<file path="config.mk">
export PLATFORM = sky130hd
export DESIGN_NAME = alu_exec_ctrl
export DESIGN_NICKNAME = d
export VERILOG_FILES = /design/src/rtl/alu_exec_ctrl_pkg.sv /design/src/rtl/alu_regfile.sv /design/src/rtl/alu_exec_ctrl.sv
export SDC_FILE = /design/constraint.sdc
export NUM_CORES = 1
export LEC_CHECK = 0
export CORE_UTILIZATION = 30
export DETAILED_ROUTE_END_ITERATION = 10
export PLACE_DENSITY = 0.45
export SYNTH_ARGS = -nofsm -noshare
export SYNTH_HDL_FRONTEND = slang
export SYNTH_SLANG_ARGS = --single-unit
export TNS_END_PERCENT = 50
</file>
<file path="constraint.sdc">
create_clock -name clk -period 12.1 [get_ports clk]
set_clock_uncertainty 0.05 [all_clocks]
set_input_delay 1.815 -clock clk [delete_from_list [all_inputs] [get_ports clk]]
set_output_delay 1.815 -clock clk [all_outputs]
set_load 0.005 [all_outputs]
</file>
<file path="src/rtl/alu_exec_ctrl_pkg.sv">
// Shared encodings for the ALU execution controller: opcodes, condition codes,
// flag bit positions, controller states and small decode helpers.
package alu_exec_ctrl_pkg;

    typedef enum logic [3:0] {
        OP_ADD  = 4'b0000,
        OP_ADC  = 4'b0001,
        OP_SUB  = 4'b0010,
        OP_AND  = 4'b0011,
        OP_OR   = 4'b0100,
        OP_XOR  = 4'b0101,
        OP_MOVN = 4'b0110,
        OP_MOV  = 4'b0111,
        OP_LSL  = 4'b1000,
        OP_LSR  = 4'b1001,
        OP_ASR  = 4'b1010,
        OP_CMP  = 4'b1011,
        OP_NOP0 = 4'b1100,
        OP_NOP1 = 4'b1101,
        OP_NOP2 = 4'b1110,
        OP_NOP3 = 4'b1111
    } op_e;

    typedef enum logic [1:0] {
        COND_AL = 2'b00,
        COND_EQ = 2'b01,
        COND_MI = 2'b10,
        COND_CS = 2'b11
    } cond_e;

    localparam int FLAG_N = 3;
    localparam int FLAG_Z = 2;
    localparam int FLAG_C = 1;
    localparam int FLAG_V = 0;

    typedef enum logic [1:0] {
        ST_IDLE = 2'b00,
        ST_RD   = 2'b01,
        ST_EX   = 2'b10,
        ST_WB   = 2'b11
    } state_e;

    // True when the condition field allows execution given the current flags.
    function automatic logic cond_pass(input logic [1:0] cond, input logic [3:0] f);
        logic pass;
        case (cond_e'(cond))
            COND_AL: pass = 1'b1;
            COND_EQ: pass = f[FLAG_Z];
            COND_MI: pass = f[FLAG_N];
            default: pass = f[FLAG_C];
        endcase
        return pass;
    endfunction

    // Everything from ADD up to ASR writes its result back to Rd.
    function automatic logic op_writes_reg(input logic [3:0] op);
        return op <= OP_ASR;
    endfunction

    // Only the add/subtract group and CMP update the architectural flags.
    function automatic logic op_writes_flags(input logic [3:0] op);
        return (op <= OP_SUB) || (op == OP_CMP);
    endfunction

    // The top four encodings are reserved as no-operations.
    function automatic logic op_is_nop(input logic [3:0] op);
        return op >= OP_NOP0;
    endfunction

endpackage

</file>
<file path="src/rtl/alu_regfile.sv">
// Register file: NREG x DATA_W storage with two registered read ports that
// double as the ALU operand registers, one write port and a combinational
// debug read port.
module alu_regfile #(
    parameter int DATA_W = 16,
    parameter int NREG   = 8
) (
    input  logic              clk,
    input  logic              rst,
    input  logic              rd_en,
    input  logic [2:0]        rd_a_addr,
    input  logic [2:0]        rd_b_addr,
    output logic [DATA_W-1:0] rd_a_data,
    output logic [DATA_W-1:0] rd_b_data,
    input  logic              we,
    input  logic [2:0]        wr_addr,
    input  logic [DATA_W-1:0] wr_data,
    input  logic [2:0]        dbg_addr,
    output logic [DATA_W-1:0] dbg_data
);

    logic [DATA_W-1:0] regs_q [NREG];
    logic [DATA_W-1:0] regs_d [NREG];
    logic [DATA_W-1:0] rd_a_q, rd_a_d;
    logic [DATA_W-1:0] rd_b_q, rd_b_d;

    // Next register contents: full-width write of one entry when enabled.
    always_comb begin
        regs_d = regs_q;
        if (we) begin
            regs_d[wr_addr] = wr_data;
        end
    end

    // Read ports capture the pre-write contents, so Rd == Rs sees one value.
    always_comb begin
        rd_a_d = rd_a_q;
        rd_b_d = rd_b_q;
        if (rd_en) begin
            rd_a_d = regs_q[rd_a_addr];
            rd_b_d = regs_q[rd_b_addr];
        end
    end

    // Storage and operand registers, cleared by reset.
    always_ff @(posedge clk or posedge rst) begin
        if (rst) begin
            for (int i = 0; i < NREG; i++) begin
                regs_q[i] <= '0;
            end
            rd_a_q <= '0;
            rd_b_q <= '0;
        end else begin
            regs_q <= regs_d;
            rd_a_q <= rd_a_d;
            rd_b_q <= rd_b_d;
        end
    end

    assign rd_a_data = rd_a_q;
    assign rd_b_data = rd_b_q;
    assign dbg_data  = regs_q[dbg_addr];

endmodule

</file>
<file path="src/rtl/alu_exec_ctrl.sv">
// Execution controller: fetches one instruction at a time, reads operands,
// presents them to an external ALU and retires the result with condition
// and opcode-dependent write-back.
module alu_exec_ctrl
    import alu_exec_ctrl_pkg::*;
#(
    parameter int DATA_W = 16,
    parameter int NREG   = 8
) (
    input  logic              clk,
    input  logic              rst,
    input  logic              instr_valid,
    output logic              instr_ready,
    input  logic [15:0]       instr,
    output logic [3:0]        alu_op,
    output logic [DATA_W-1:0] alu_a,
    output logic [DATA_W-1:0] alu_b,
    output logic [6:0]        alu_ldsh,
    input  logic [DATA_W-1:0] alu_result,
    input  logic [3:0]        alu_flags,
    output logic              done,
    output logic              skipped,
    output logic [3:0]        flags,
    input  logic [2:0]        dbg_addr,
    output logic [DATA_W-1:0] dbg_data
);

    state_e            state_q, state_d;
    logic [15:0]       instr_q, instr_d;
    logic [3:0]        op_q, op_d;
    logic [6:0]        ldsh_q, ldsh_d;
    logic              cond_ok_q, cond_ok_d;
    logic [DATA_W-1:0] result_q, result_d;
    logic [3:0]        res_flags_q, res_flags_d;
    logic [3:0]        flags_q, flags_d;
    logic              rf_we;
    logic              flag_we;

    // State register; reset aborts any instruction in flight.
    always_ff @(posedge clk or posedge rst) begin
        if (rst) begin
            state_q <= ST_IDLE;
        end else begin
            state_q <= state_d;
        end
    end

    // Next state: only the hand-off out of IDLE waits on the requester.
    always_comb begin
        state_d = state_q;
        case (state_q)
            ST_IDLE: if (instr_valid && instr_ready) state_d = ST_RD;
            ST_RD:   state_d = ST_EX;
            ST_EX:   state_d = ST_WB;
            default: state_d = ST_IDLE;
        endcase
    end

    // Control outputs decoded from state and the latched instruction.
    always_comb begin
        instr_ready = (state_q == ST_IDLE);
        done        = (state_q == ST_WB);
        skipped     = (state_q == ST_WB) && (!cond_ok_q || op_is_nop(op_q));
        rf_we       = (state_q == ST_WB) && cond_ok_q && op_writes_reg(op_q);
        flag_we     = (state_q == ST_WB) && cond_ok_q && op_writes_flags(op_q);
    end

    // Datapath captures: instruction in IDLE, decode in RD, ALU outputs in EX.
    always_comb begin
        instr_d     = instr_q;
        op_d        = op_q;
        ldsh_d      = ldsh_q;
        cond_ok_d   = cond_ok_q;
        result_d    = result_q;
        res_flags_d = res_flags_q;
        flags_d     = flags_q;
        if (state_q == ST_IDLE && instr_valid) begin
            instr_d = instr;
        end
        if (state_q == ST_RD) begin
            op_d      = instr_q[13:10];
            ldsh_d    = instr_q[6:0];
            cond_ok_d = cond_pass(instr_q[15:14], flags_q);
        end
        if (state_q == ST_EX) begin
            result_d    = alu_result;
            res_flags_d = alu_flags;
        end
        if (flag_we) begin
            flags_d = res_flags_q;
        end
    end

    // Datapath registers, all cleared by reset.
    always_ff @(posedge clk or posedge rst) begin
        if (rst) begin
            instr_q     <= '0;
            op_q        <= '0;
            ldsh_q      <= '0;
            cond_ok_q   <= 1'b0;
            result_q    <= '0;
            res_flags_q <= '0;
            flags_q     <= '0;
        end else begin
            instr_q     <= instr_d;
            op_q        <= op_d;
            ldsh_q      <= ldsh_d;
            cond_ok_q   <= cond_ok_d;
            result_q    <= result_d;
            res_flags_q <= res_flags_d;
            flags_q     <= flags_d;
        end
    end

    alu_regfile #(
        .DATA_W(DATA_W),
        .NREG  (NREG)
    ) u_regfile (
        .clk      (clk),
        .rst      (rst),
        .rd_en    (state_q == ST_RD),
        .rd_a_addr(instr_q[9:7]),
        .rd_b_addr(instr_q[6:4]),
        .rd_a_data(alu_a),
        .rd_b_data(alu_b),
        .we       (rf_we),
        .wr_addr  (instr_q[9:7]),
        .wr_data  (result_q),
        .dbg_addr (dbg_addr),
        .dbg_data (dbg_data)
    );

    assign alu_op   = op_q;
    assign alu_ldsh = ldsh_q;
    assign flags    = flags_q;

endmodule

</file>
==> results.yml, run 1 <==
floorplan:
  initial_core_util: 0.3064
  die_area_sq_mm: 0.03953
  core_area_sq_mm: 0.03793
  ioPinCount: 108
  rows: 71
  fp.dieH_microns: 198.8
  die_w_microns: 198.8
power_and_ir_drop:
  combPwrFrac: 0.414
  swShare: 0.3669
  p_seq_frac: 0.381
  power_density_mw_per_mm2: 254.7
  p_leak_uw: 0.006170
  p_sw_uw: 1300
  internal_power_uw: 2243
  power_frac_clock: 0.206
  power_uw: 3543
  vdd_drop_max_uv: 128.1
final_layout:
  area_growth_pct: 19.67
  layout_commonest_cell: "dfrtp_1"
  antenna_cells: 0
  drive_above_1_share: 0.3204
  final_cell_mix: "dfrtp_1 (212), mux2_2 (116), mux2i_1 (114)"
  nets: 959
grt:
  grt_pass1_wl_mm: 52.19
  grt_usage: 0.1765
  grt_max_degree: 91
  first_global_vias: 7871
  gr-total-overflow: 0
  antenna_found_initial: 0
setup_path:
  cp_max_fo: 32
  start_kind: "input port"
  cp_slowest_cell: "mux4_2"
  worst-path-stages: 5
  critPathBufInv: 3
  crit_chain: "buf_2, buf_4, mux4_2, mux2_2, clkdlybuf4s50_1"
  r2r-end: "u_regfile.regs_q[58]"
  cp_top_family: "buffers and inverters"
  r2r_cells: 4
  slowest_delay_ns: 0.59
  cp-endpoint: "dbg_data[1]"
  worst-setup-path-type: "in2out"
  worstSetupEndpointType: "output port"
  rrSetupSlack_ns: 9.65
  critPathLaunch: "dbg_addr[1]"
  worstPathRequired_ns: 10.23
  arrival_ns: 3.81
  r2r-start: "instr_q[8]"
clock_tree:
  insertion_delay_ns: 0.52
  clockBufferDepth: 3
  ctsHoldBuffers: 0
  clkTransAtPathRegs_ns: 0.06
  cts_made_buffers: 26
  cts.sinks: 214
  cts_resized: 0
  cts_tree: "yes"
  h-tree-depth: 1
  cts.root.buffer_cell: "clkbuf_16"
  postCtsSetupBuffers: 0
timing:
  fin_setup_tns_ns: 0
  relSlewSlack: 0.3273
  worstMarginPinSlew_ns: 1.009
  rsz0062_at_grt: "no"
  setup_violations: 0
  fmax_ghz: 0.1764
  finalCritPeriodShare: 0.4686
  layout_min_cycle_time_ns: 5.670
  maxSlewViolCount: 0
  hold_violations: 0
placement:
  hpwl_mm: 19.61
  gp_congestion: 0.7358
  port_buffers: 107
synth:
  synthCells: 822
  ys_warn_count: 0
  synth.avg_cell_area_sq_um: 14.14
  synthDistinctLibCells: 35
  synth_seq_area_share: 0.4608
  netlist_top_cells_area: "dfrtp_1 (46%), mux2_2 (11%), mux2_4 (10%), mux2i_1 (9.8%), mux4_2 (6.2%)"
  synth_nets: 869
  synthDominantCellAreaShare: 0.4608
  yosys.area.top_type: "dfrtp_1"
  ys_seq_elements: 214
  syn_area_sq_mm: 0.01162
detailed_routing:
  vias_per_cell: 5.138
  vias: 7404
  routed_wl_mm: 34.07
  drt_first_iter_violations: 414
  first_pass_iters: 5
  wl_per_cell_microns: 23.65
  drc_errors: 0
  final_antenna_net_count: 0
hold_path:
  hp-class: "reg2reg"
outcome:
  status: "finished, final reports clean"
job:
  max_cap_violations: 0
## cell type report
type                            instances  area [sq um]
Clock inverter                          3         15.01
Multi-Input combinational cell        536          5868
Clock buffer                           43         765.7
Timing Repair Buffer                  130          1234
Sequential cell                       214          5363
Tap cell                              511         639.4
Fill cell                            3705         24030
Inverter                                4         22.52
## routing by layer
metal	wire length [microns]	vias up	share of wire	GRT usage
met5	0	-	0	0
met4	622	0	0.018	0.03533
met2	16130	143	0.47	0.2867
met1	16420	3915	0.48	0.2548
li1	-	3307	-	-
met3	895	39	0.026	0.01628
## synthesized netlist by cell type, drive strengths merged
cell type,instances
a2111o,4
a2111oi,4
a211o,16
a211oi,1
a21boi,1
a21o,2
a21oi,1
a22oi,16
a31oi,16
a41o,16
buf,39
clkbuf,29
dfrtp,214
ha,5
inv,4
mux2,196
mux2i,114
mux4,32
nand2,5
nand2b,4
nand3,17
nor2,17
nor2b,33
nor3b,1
o21ai,1
o22a,32
o22ai,1
or2,1
## sequential cells by signal, indices dropped and copies added (netlist names)
register and cells:
alu_ldsh 7, alu_op 4, cond_ok_q 1, flags 4, instr_q 16, res_flags_q 4, result_q 16, state_q 2
u_regfile.rd_a_data 16, u_regfile.rd_b_data 16, u_regfile.regs_q 128
## power groups by stage
stage | Sequential [uW] | Combinational (uW) | Clock, uW
final | 1350 | 1470 | 728
after global routing | 1400 | 1590 | 775
after CTS | 1350 | 1490 | 751
after global placement | 1370 | 1480 | 0
after floorplan | 1200 | 1040 | 0
after detailed placement | 1360 | 1480 | 0
## per-stage QoR
stage          setup slack [ns]  hold WS [ns]  area (sq um)    util  instances
4_1_cts                   6.416        0.4517         13910  0.3666       1441
6_report                  6.430        0.4503         13910  0.3666       1441
3_3_place_gp              6.442        0.4344         13130  0.3460       1395
2_1_floorplan             4.384        0.4237         11620       -        822
3_5_place_dp              6.408        0.4379         13130  0.3460       1395
5_1_grt                   6.353        0.4688         13910  0.3666       1441
## how the worst min path moves through the flow
| stage | startpoint | end | slack, ns | cells after the start |
|---|---|---|---|---|
| after global routing | instr_q[3] | alu_ldsh[3] | 0.47 | 1 |
| after floorplan | instr_q[12] | alu_op[2] | 0.42 | 1 |
| after CTS | instr_q[1] | instr_q[1] | 0.45 | 1 |
| final | res_flags_q[1] | res_flags_q[1] | 0.45 | 1 |
| after detailed placement | instr_q[1] | instr_q[1] | 0.44 | 1 |
| after global placement | instr_q[0] | alu_ldsh[0] | 0.43 | 1 |
## cells by family (layout without fill, tap and decap cells)
kind of cell	count (synthesis)	after routing	synth area share
compound gates	111	111	0.08635
fa+ha+maj	5	5	0.005383
mux	342	342	0.3760
simple gates	78	78	0.03575
buf+inv	72	180	0.03574
flops	214	214	0.4608
Note: power is estimated with default switching activity, not from simulation.
==> inputs of run 2 (changes only) <==
Settings changed: PLACE_DENSITY 0.45 to 0.47.
Clock period 12.1 ns to 5.07 ns, I/O delays scaled along.
==> run 2 against run 1 <==
- via count about the same
- die area unchanged
- clock power grew to 3.0 times the previous value
- setup slack lost 5.1 ns
- sequential share of layout area is 0.62 points lower
- cell count is 0.14% higher
- count of clock-buffer cells in the layout is 9 lower
- critical path depth did not move
- design area increased by 1.6%
- worst hold slack about the same
- power rose by 150%
- sequential power increased by 140%
==> results.yml, run 2 (synthesis gave the netlist of run 1 again) <==
floorplan:
  core_area_sq_mm: 0.03793
  fp.dieH_microns: 198.8
  die_w_microns: 198.8
  rows: 71
  die_area_sq_mm: 0.03953
  ioPinCount: 108
  initial_core_util: 0.3064
final_layout:
  register_area_sq_mm: 0.005363
  drive_above_1_share: 0.3315
  final_cell_mix: "dfrtp_1 (212), mux2_2 (116), mux2i_1 (114)"
  layout_commonest_cell: "dfrtp_1"
  fillerInstances: 3643
  utilization: 0.3726
  multi_input_area_sq_mm: 0.005863
  antenna_cells: 0
  largest_register_ffs: 128
  largest_register: "u_regfile.regs_q"
  area_growth_pct: 21.62
  nets: 960
grt:
  antenna_found_initial: 0
  grt_max_degree: 144
  first_global_vias: 7841
  grt_usage: 0.1727
  grt_pass1_wl_mm: 51.45
  gr-total-overflow: 0
hold_path:
  hp-class: "reg2reg"
  hold_start: "instr_q[1]"
detailed_routing:
  drt_first_iter_violations: 409
  wl_per_cell_microns: 22.89
  drc_errors: 0
  routed_wl_mm: 33.04
  vias_per_cell: 5.135
  first_pass_iters: 4
  vias: 7410
  final_antenna_net_count: 0
clock_tree:
  h-tree-depth: 1
  cts_resized: 0
  ctsHoldBuffers: 0
  clkTransAtPathRegs_ns: 0.06
  cts_made_buffers: 26
  clockBufferDepth: 3
  cts.root.buffer_cell: "clkbuf_16"
  postCtsSetupBuffers: 0
  cts_tree: "yes"
  insertion_delay_ns: 0.53
  cts.sinks: 214
setup_path:
  r2r_cells: 5
  worst-setup-path-type: "in2out"
  worstSetupEndpointType: "output port"
  r2r-end: "u_regfile.rd_b_data[6]"
  rrSetupSlack_ns: 2.36
  start_kind: "input port"
  cp_max_fo: 20
  crit_chain: "buf_2, buf_4, mux4_2, mux2_2, clkdlybuf4s50_1"
  critPathBufInv: 3
  worst-path-stages: 5
  worstPathRequired_ns: 4.26
  arrival_ns: 2.90
  slowest_delay_ns: 0.56
  critPathLaunch: "dbg_addr[0]"
  r2r-start: "instr_q[4]"
  cp-endpoint: "dbg_data[11]"
  cp_slowest_cell: "mux4_2"
  cp_top_family: "buffers and inverters"
placement:
  hpwl_mm: 19.67
  gp_congestion: 0.7283
  port_buffers: 107
power_and_ir_drop:
  internal_power_uw: 5728
  vdd_drop_max_uv: 272.3
  power_uw: 8849
  combPwrFrac: 0.386
  power_frac_clock: 0.243
  p_seq_frac: 0.371
  p_leak_uw: 0.006285
  swShare: 0.3527
  p_sw_uw: 3121
  power_density_mw_per_mm2: 626.1
timing:
  whs_ns: 0.4503
  relSlewSlack: 0.2138
  setup_violations: 0
  rsz0062_at_grt: "no"
  fin_setup_tns_ns: 0
  hold_violations: 0
  layout_min_cycle_time_ns: 3.709
  worstMarginPinSlew_ns: 1.179
  maxSlewViolCount: 0
  fmax_ghz: 0.2696
  finalCritPeriodShare: 0.7316
job:
  max_cap_violations: 0
outcome:
  status: "finished, final reports clean"
-- run 2: cell types whose count changed in the layout (fill, tap and decap cells not counted) --
cell / change
buf_12: +1
bufinv_16: +7
clkbuf_1: -11
clkbuf_8: +2
clkinv_2: +2
clkinvlp_4: +1
inv_6: +1
inv_8: -1
nand2b_1: +2
nand2b_2: -2
-- run 2: metrics by stage --
step           cells  area, sq um  worst slack (ns)
2_1_floorplan    822        11620             1.475
3_3_place_gp    1396        13140             1.335
3_5_place_dp    1396        13140             1.296
4_1_cts         1443        14130             1.312
5_1_grt         1443        14130             1.257
6_report        1443        14130             1.361
-- run 2: final cells by class --
cell class / count / share of cell area
sequential: 214 / 0.3794
inverter: 4 / 0.001328
clock inverter: 13 / 0.01726
multi-input combinational: 536 / 0.4148
tap: 511 / 0.04524
timing repair buffer: 131 / 0.08870
clock buffer: 34 / 0.05320
-- run 2: power by group through the flow --
stage	logic [uW]	clock network, uW	registers, uW
after global routing	3690	2280	3420
after CTS	3470	2200	3290
final	3420	2150	3290
after global placement	3420	0	3330
after detailed placement	3440	0	3320
after floorplan	2490	0	2860
-- run 2: routing by layer --
layer | GRT usage | share of wire | vias up
li1 | - | - | 3309
met1 | 0.2392 | 0.46 | 3893
met2 | 0.2854 | 0.48 | 151
met3 | 0.01967 | 0.030 | 57
met4 | 0.04444 | 0.024 | 0
met5 | 0 | 0 | -
-- run 2: worst reg2reg max path, cell delays in order (launching register included) --
cell and delay, ns:
dfrtp_1 0.63, buf_4 0.33, nor2_1 0.83, buf_4 0.38
a22oi_1 0.13, a41o_1 0.26
-- run 2: how the worst min path moves through the flow --
stage                      end  slack (ns)  depth (start not counted)
global route         alu_op[0]        0.47                          1
finish              instr_q[1]        0.45                          1
global placement      flags[0]        0.43                          1
CTS                 instr_q[0]        0.46                          1
floorplan            alu_op[2]        0.42                          1
detailed placement  instr_q[3]        0.44                          1
